### config.mk
export PLATFORM = sky130hd
export DESIGN_NAME = pc_adder_1_flat
export DESIGN_NICKNAME = d
export VERILOG_FILES = /design/src/rtl/pc_adder_1_pkg.sv /design/src/rtl/pc_adder_1_if.sv /design/src/rtl/pc_adder_1_core.sv /design/src/rtl/pc_adder_1.sv /design/src/flat_wrapper.sv
export SDC_FILE = /design/constraint.sdc
export NUM_CORES = 1
export LEC_CHECK = 0
export CORE_MARGIN = 5
export CORE_UTILIZATION = 26
export DETAILED_ROUTE_END_ITERATION = 8
export PLACE_DENSITY = 0.73
export SETUP_SLACK_MARGIN = 0.2
export SYNTH_ARGS = -nofsm -noshare
export SYNTH_HDL_FRONTEND = slang
export SYNTH_SLANG_ARGS = --single-unit
### constraint.sdc
create_clock -name clk -period 2 [get_ports clk]
set_clock_uncertainty 0.1 [all_clocks]
set_input_delay 0.6 -clock clk [delete_from_list [all_inputs] [get_ports clk]]
set_output_delay 0.6 -clock clk [all_outputs]
set_load 0.05 [all_outputs]
### src/rtl/pc_adder_1_pkg.sv
// Shared types and constants for the fetch-stage program-counter incrementer.
// Build option: PC_ADDER_1_REG_OUT_EN (see pc_adder_1.sv).
package pc_adder_pkg;

  localparam int PC_WIDTH = 16;
  localparam int PC_STEP  = 1;

  typedef logic [PC_WIDTH-1:0] pc_t;

  localparam pc_t PC_RESET = '0;

endpackage

### src/rtl/pc_adder_1_if.sv
// Bus bundle between the fetch stage and the PC incrementer.
// The master drives the current PC and the sticky-flag clear.
// The slave (the incrementer) returns the next PC and the wrap status.
interface pc_adder_1_if
  import pc_adder_pkg::*;
#(
  parameter int WIDTH = PC_WIDTH
);

  logic [WIDTH-1:0] pcIn;
  logic [WIDTH-1:0] pcOut;
  logic             wrap;
  logic             wrap_seen;
  logic             clr_wrap;

  modport master (
    output pcIn,
    output clr_wrap,
    input  pcOut,
    input  wrap,
    input  wrap_seen
  );

  modport slave (
    input  pcIn,
    input  clr_wrap,
    output pcOut,
    output wrap,
    output wrap_seen
  );

endinterface

### src/rtl/pc_adder_1_core.sv
// Pure combinational WIDTH-bit adder of a constant STEP, with carry-out.
// The sum is formed one bit wider than the PC so the carry falls out as the MSB.
module pc_adder_1_core
  import pc_adder_pkg::*;
#(
  parameter int WIDTH = PC_WIDTH,
  parameter int STEP  = PC_STEP
) (
  input  logic [WIDTH-1:0] pcIn_i,
  output logic [WIDTH-1:0] pcOut_o,
  output logic             wrap_o
);

  localparam logic [WIDTH:0] STEP_EXT = (WIDTH+1)'(STEP);

  logic [WIDTH:0] sumWide;

  // Widened add so the carry-out lands in the top bit; the low bits wrap modulo 2^WIDTH.
  assign sumWide = {1'b0, pcIn_i} + STEP_EXT;
  assign pcOut_o = sumWide[WIDTH-1:0];
  assign wrap_o  = sumWide[WIDTH];

endmodule

### src/rtl/pc_adder_1.sv
// Program-counter incrementer: pcOut = pcIn + STEP, plus a sticky wrap flag for debug.
// Build option PC_ADDER_1_REG_OUT_EN: when defined, pcOut and wrap are registered
// (one cycle of latency, reset to zero) and the sticky flag samples the registered wrap.
// When undefined, pcOut and wrap follow pcIn combinationally.
module pc_adder_1
  import pc_adder_pkg::*;
#(
  parameter int WIDTH = PC_WIDTH,
  parameter int STEP  = PC_STEP
) (
  input logic        clk,
  input logic        rst_n,
  pc_adder_1_if.slave bus
);

  logic [WIDTH-1:0] sumPc;
  logic             sumWrap;
  logic             wrapSrc;
  logic             wrap_seen_d;
  logic             wrap_seen_q;

  pc_adder_1_core #(
    .WIDTH (WIDTH),
    .STEP  (STEP)
  ) u_core (
    .pcIn_i  (bus.pcIn),
    .pcOut_o (sumPc),
    .wrap_o  (sumWrap)
  );

`ifdef PC_ADDER_1_REG_OUT_EN
  logic [WIDTH-1:0] pcOut_q;
  logic             wrap_q;

  // Output stage: capture the sum each edge; reset returns the PC and carry to zero.
  always_ff @(posedge clk) begin
    if (!rst_n) begin
      pcOut_q <= WIDTH'(PC_RESET);
      wrap_q  <= 1'b0;
    end else begin
      pcOut_q <= sumPc;
      wrap_q  <= sumWrap;
    end
  end

  assign bus.pcOut = pcOut_q;
  assign bus.wrap  = wrap_q;
  assign wrapSrc   = wrap_q;
`else
  assign bus.pcOut = sumPc;
  assign bus.wrap  = sumWrap;
  assign wrapSrc   = sumWrap;
`endif

  // Sticky-flag next state: a clear beats a simultaneous wrap, otherwise a wrap sets it.
  always_comb begin
    wrap_seen_d = wrap_seen_q;
    if (bus.clr_wrap) begin
      wrap_seen_d = 1'b0;
    end else if (wrapSrc) begin
      wrap_seen_d = 1'b1;
    end
  end

  // Sticky-flag register; reset takes precedence so a garbage PC cannot set it.
  always_ff @(posedge clk) begin
    if (!rst_n) begin
      wrap_seen_q <= 1'b0;
    end else begin
      wrap_seen_q <= wrap_seen_d;
    end
  end

  assign bus.wrap_seen = wrap_seen_q;

endmodule

### src/flat_wrapper.sv
// flat-port wrapper written by rule: the top's interface ports become plain ports
module pc_adder_1_flat import pc_adder_pkg::*;
#(
  parameter int WIDTH = PC_WIDTH,
  parameter int STEP  = PC_STEP
)
  (clk, rst_n, bus_pcIn, bus_clr_wrap, bus_pcOut, bus_wrap, bus_wrap_seen);
  pc_adder_1_if #(.WIDTH(WIDTH)) bus_i ();
  input logic clk;
  input logic rst_n;
  input wire logic [$bits(bus_i.pcIn)-1:0] bus_pcIn;
  input wire logic [$bits(bus_i.clr_wrap)-1:0] bus_clr_wrap;
  output wire logic [$bits(bus_i.pcOut)-1:0] bus_pcOut;
  output wire logic [$bits(bus_i.wrap)-1:0] bus_wrap;
  output wire logic [$bits(bus_i.wrap_seen)-1:0] bus_wrap_seen;
  assign bus_i.pcIn = bus_pcIn;
  assign bus_i.clr_wrap = bus_clr_wrap;
  assign bus_pcOut = bus_i.pcOut;
  assign bus_wrap = bus_i.wrap;
  assign bus_wrap_seen = bus_i.wrap_seen;
  pc_adder_1 #(.WIDTH(WIDTH), .STEP(STEP)) u_core (.clk(clk), .rst_n(rst_n), .bus(bus_i));
endmodule
==> results of run 1 <==
-- cells by family after synthesis --
group / count (synthesis) / share of synthesized area
XOR/XNOR: 14 / 0.311
adder cells (fa/ha/maj): 1 / 0.0317
AND/OR/NAND/NOR: 26 / 0.543
flip-flops: 1 / 0.0508
AO/OA/AOI/OAI: 1 / 0.0254
buffers and inverters: 4 / 0.0381
-- metrics by stage --
step	hold slack, ns	cell area, um^2	instances	setup TNS [ns]
after floorplan	0.648	686	47	-2.39
after global placement	0.385	1440	127	-12.40
==> results.toml, run 1 <==
[logic_synthesis]
syn_area_per_cell_um2 = 8.39
syn_area_um2 = 394
yosysWarningCount = 0
yosysSeqAreaShare = 0.0508
synthArstFlopShare = 0
netlist_top_cells_count = "xor2_1 (9), nand3_1 (5), xnor2_1 (5)"
synth_nets = 67
synthCells = 47
synth_edf_count = 0
synth_top_area_share = 0.200
synth_area_leaders = "xor2_1 (20%), xnor2_1 (11%), nand4_4 (11%)"
ys_types = 16
yosysMostFrequentCell = "xor2_1"
synth_top_cell_by_area = "xor2_1"
ys_ff_latch = 1
synthFlopType = "dfxtp_1"

[floorplanning]
die_y_um = 48.9
floorplan.initialDensity = 0.268
die_x_um = 48.9
ios = 37
rows = 14

[place]
finalWeightedCongestion = 0.716
port_buffers = 36
dpl.hpwl_mm = 2.71

[status]
error = "[ERROR DPL-0033] detailed placement checks failed during check placement."
lastStage = "detailed placement (3_5_place_dp)"
status = "did not finish"
==> run 2, diff against run 1 <==
--- a/config.mk
+++ b/config.mk
@@ -5,11 +5,10 @@
 export SDC_FILE = /design/constraint.sdc
 export NUM_CORES = 1
 export LEC_CHECK = 0
-export CORE_MARGIN = 5
-export CORE_UTILIZATION = 26
+export CORE_AREA = 5 5 66 68
 export DETAILED_ROUTE_END_ITERATION = 8
-export PLACE_DENSITY = 0.73
-export SETUP_SLACK_MARGIN = 0.2
+export DIE_AREA = 0 0 71 73
+export PLACE_DENSITY_LB_ADDON = 0.15
 export SYNTH_ARGS = -nofsm -noshare
 export SYNTH_HDL_FRONTEND = slang
 export SYNTH_SLANG_ARGS = --single-unit
==> constraint.sdc (replaced) <==
create_clock -name clk -period 2.6 [get_ports clk]
set_clock_uncertainty 0.1 [all_clocks]
set_input_delay 0.78 -clock clk [delete_from_list [all_inputs] [get_ports clk]]
set_output_delay 0.78 -clock clk [all_outputs]
set_load 0.05 [all_outputs]
==> run 2 against run 1 <==
Net effect:
- the flow now finishes, with violations (setup timing)
- synthesized area stayed put
- synthesized cell count did not move
==> results.toml, run 2 <==
[status]
status = "finished, violations left"
violations = "setup timing"

[global_route]
gr-total-overflow = 0
grt_first_pass_wirelength_mm = 3.09
grt_usage = 0.0715
grt_max_degree = 6
first_global_vias = 682
antenna_found_initial = 0

[sta]
rsz0062_at_grt = "true"
min_period_ns = 2.79
drv_slew = 0
max_freq_mhz = 358
finalWorstSetupSlack_ns = -0.194
setup_viol = 11
tightestPinTransition_ns = 0.499
hold_viol = 0
maxSlewHeadroom = 0.666
fin_crit_sh = 1.07

[power_and_ir_drop]
power.internal_uw = 147
clockPowerShare = 0
comb_power_share = 0.943
p_per_area_mw_per_mm2 = 181
power.switching_uw = 128
p_seq_frac = 0.057
leakage_uw = 0.000685
irDropWorstVdd_uv = 87.7
swShare = 0.466

[layout]
diodes = 0
largest_register_ffs = 1
final_cells = 164
multiInputGateArea_um2 = 633
drive_above_1_share = 0.842
finalNetCount = 136
area_delta_synth_final_pct = 286
postLayoutCoreUtil = 0.400
final-seq-area_um2 = 20.0
finalInstanceArea_mm2 = 0.00152
most-common-layout-cells = "buf_4 (24), buf_12 (17), buf_6 (15), xor2_4 (5)"
num-fill-cells = 375
final_common_cell = "buf_4"

[drt]
drtAntennaViolNets = 0
post_drt_wl_per_cell_um = 10.7
avgViaCountPerCell = 3.57
drc = 0
wl_mm = 1.76
dr.pass1.iters = 2
first_iter_violations = 9
num_vias = 586

[worst_setup_path]
cp-end-kind = "output port"
path_max_fanout = 4
max_stage_delay_ns = 0.24
path_delay_family = "buffers and inverters"
path_cells = "buf_6 -> buf_6 -> nand4_1 -> buf_6 -> buf_6 -> nor3_4 -> xor2_4 -> buf_12"
worst-path-buf-inv = 5
cpMostUsedCell = "buf_6"
critPathRequiredTime_ns = 1.72
cp.arrival_ns = 1.91
criticalPathCategory = "in -> out"
cp_slowest_cell = "nor3_4"
cp-start-kind = "primary input"

[floorplanning]
die_y_um = 73
ios = 37
floorplan.initialDensity = 0.104
die_x_um = 71
fp.coreArea_mm2 = 0.00380
dieArea_mm2 = 0.00518
rows = 23

[logic_synthesis]
synthArstFlopShare = 0
syn_area_per_cell_um2 = 8.39
synth_nets = 67
ys_types = 16
ys_ff_latch = 1
syn_area_um2 = 394
synth_top_area_share = 0.200
yosysSeqAreaShare = 0.0508
synthFlopType = "dfxtp_1"
netlist_top_cells_count = "xor2_1 (9), nand3_1 (5), xnor2_1 (5)"
synth_edf_count = 0
synthCells = 47
yosysWarningCount = 0
yosysMostFrequentCell = "xor2_1"
synth_area_leaders = "xor2_1 (20%), xnor2_1 (11%), nand4_4 (11%)"
synth_top_cell_by_area = "xor2_1"

[place]
pre_cts_ws_ns = -0.697
placement.cell_area_mm2 = 0.00138
dp.cells = 159
dpl.hpwl_mm = 1.54
port_buffers = 36
finalWeightedCongestion = 0.672

[clock_network]
clkLatencyLatePin_ns = 0
clk_pin_slew_ns = 0

[worst_hold_path]
hp-class = "reg -> reg"

[flow_run]
cap_violations = 0
==> run 2: through the flow <==
| stage | power, uW | setup TNS, ns | hold slack (ns) |
|---|---|---|---|
| finish | 275 | -1.25 | 0.387 |
| global route | 287 | -1.97 | 0.412 |
| CTS | 271 | -1.25 | 0.395 |
| detailed placement | 261 | -8.48 | 0.396 |
| global placement | 261 | -8.48 | 0.381 |
| floorplan | 113 | -0.676 | 0.682 |
==> run 2: power groups by stage <==
stage | registers (uW) | clock network (uW) | logic (uW)
5_1_grt | 15.7 | 0 | 271
3_3_place_gp | 15.7 | 0 | 245
3_5_place_dp | 15.7 | 0 | 245
2_1_floorplan | 15.7 | 0 | 96.9
6_report | 15.7 | 0 | 259
4_1_cts | 15.7 | 0 | 255
==> run 2: kinds of logic (layout without fill, tap and decap cells) <==
group / count (synthesis) / in the layout / synth area share
flip-flops: 1 / 1 / 0.0508
AO/OA/AOI/OAI: 1 / 1 / 0.0254
AND/OR/NAND/NOR: 26 / 26 / 0.543
XOR/XNOR: 14 / 14 / 0.311
adder cells (fa/ha/maj): 1 / 1 / 0.0317
buffers and inverters: 4 / 71 / 0.0381
==> run 2: timing repair <==
| item | 4_1_cts | 5_1_grt |
|---|---|---|
| gates resized for setup | 92 | 5 |
| setup buffers | 4 | 1 |
| pin swaps | 15 | 8 |
| hold buffers | 0 | 0 |
| endpoints found under the setup margin | 17 | 13 |
==> run 2: layer usage <==
layer,up-vias,wire [um],track usage
li1,302,-,-
met1,266,655,0.0829
met2,18,982,0.141
met3,0,117,0.0165
met4,0,0,0
met5,-,0,0
==> run 2: final timing paths <==
path                                  endpoint                               from  cells past startpoint  slack, ns
max                              bus_pcOut[11]                        bus_pcIn[1]                      8      -0.19
min          u_core.bus.wrap_seen$_SDFFE_PP0P_  u_core.bus.wrap_seen$_SDFFE_PP0P_                      1       0.39
max reg2reg  u_core.bus.wrap_seen$_SDFFE_PP0P_  u_core.bus.wrap_seen$_SDFFE_PP0P_                      1       1.89
min reg2reg  u_core.bus.wrap_seen$_SDFFE_PP0P_  u_core.bus.wrap_seen$_SDFFE_PP0P_                      1       0.39
==> run 2: final cells by class <==
cell class	instances	share of cell area
timing repair buffer	67	0.519
multi-input combinational	42	0.416
tap	50	0.0412
sequential	1	0.0132
inverter	4	0.00988
No activity file was read; power rests on OpenSTA's default activity.
==> run 3, diff against run 2 <==
--- a/config.mk
+++ b/config.mk
@@ -6,6 +6,7 @@
 export NUM_CORES = 1
 export LEC_CHECK = 0
 export CORE_AREA = 5 5 66 68
+export CTS_BUF_LIST = sky130_fd_sc_hd__clkbuf_4 sky130_fd_sc_hd__clkbuf_8
 export DETAILED_ROUTE_END_ITERATION = 8
 export DIE_AREA = 0 0 71 73
 export PLACE_DENSITY_LB_ADDON = 0.15
==> results of run 3 <==
Same layout as run 2: the final DEF is identical, and so are final timing and power.
==> run 4, diff against run 3 <==
--- a/config.mk
+++ b/config.mk
@@ -7,6 +7,7 @@
 export LEC_CHECK = 0
 export CORE_AREA = 5 5 66 68
 export CTS_BUF_LIST = sky130_fd_sc_hd__clkbuf_4 sky130_fd_sc_hd__clkbuf_8
+export CTS_CLUSTER_SIZE = 30
 export DETAILED_ROUTE_END_ITERATION = 8
 export DIE_AREA = 0 0 71 73
 export PLACE_DENSITY_LB_ADDON = 0.15
==> results of run 4 <==
Same layout as run 2: the final DEF is identical, and so are final timing and power.
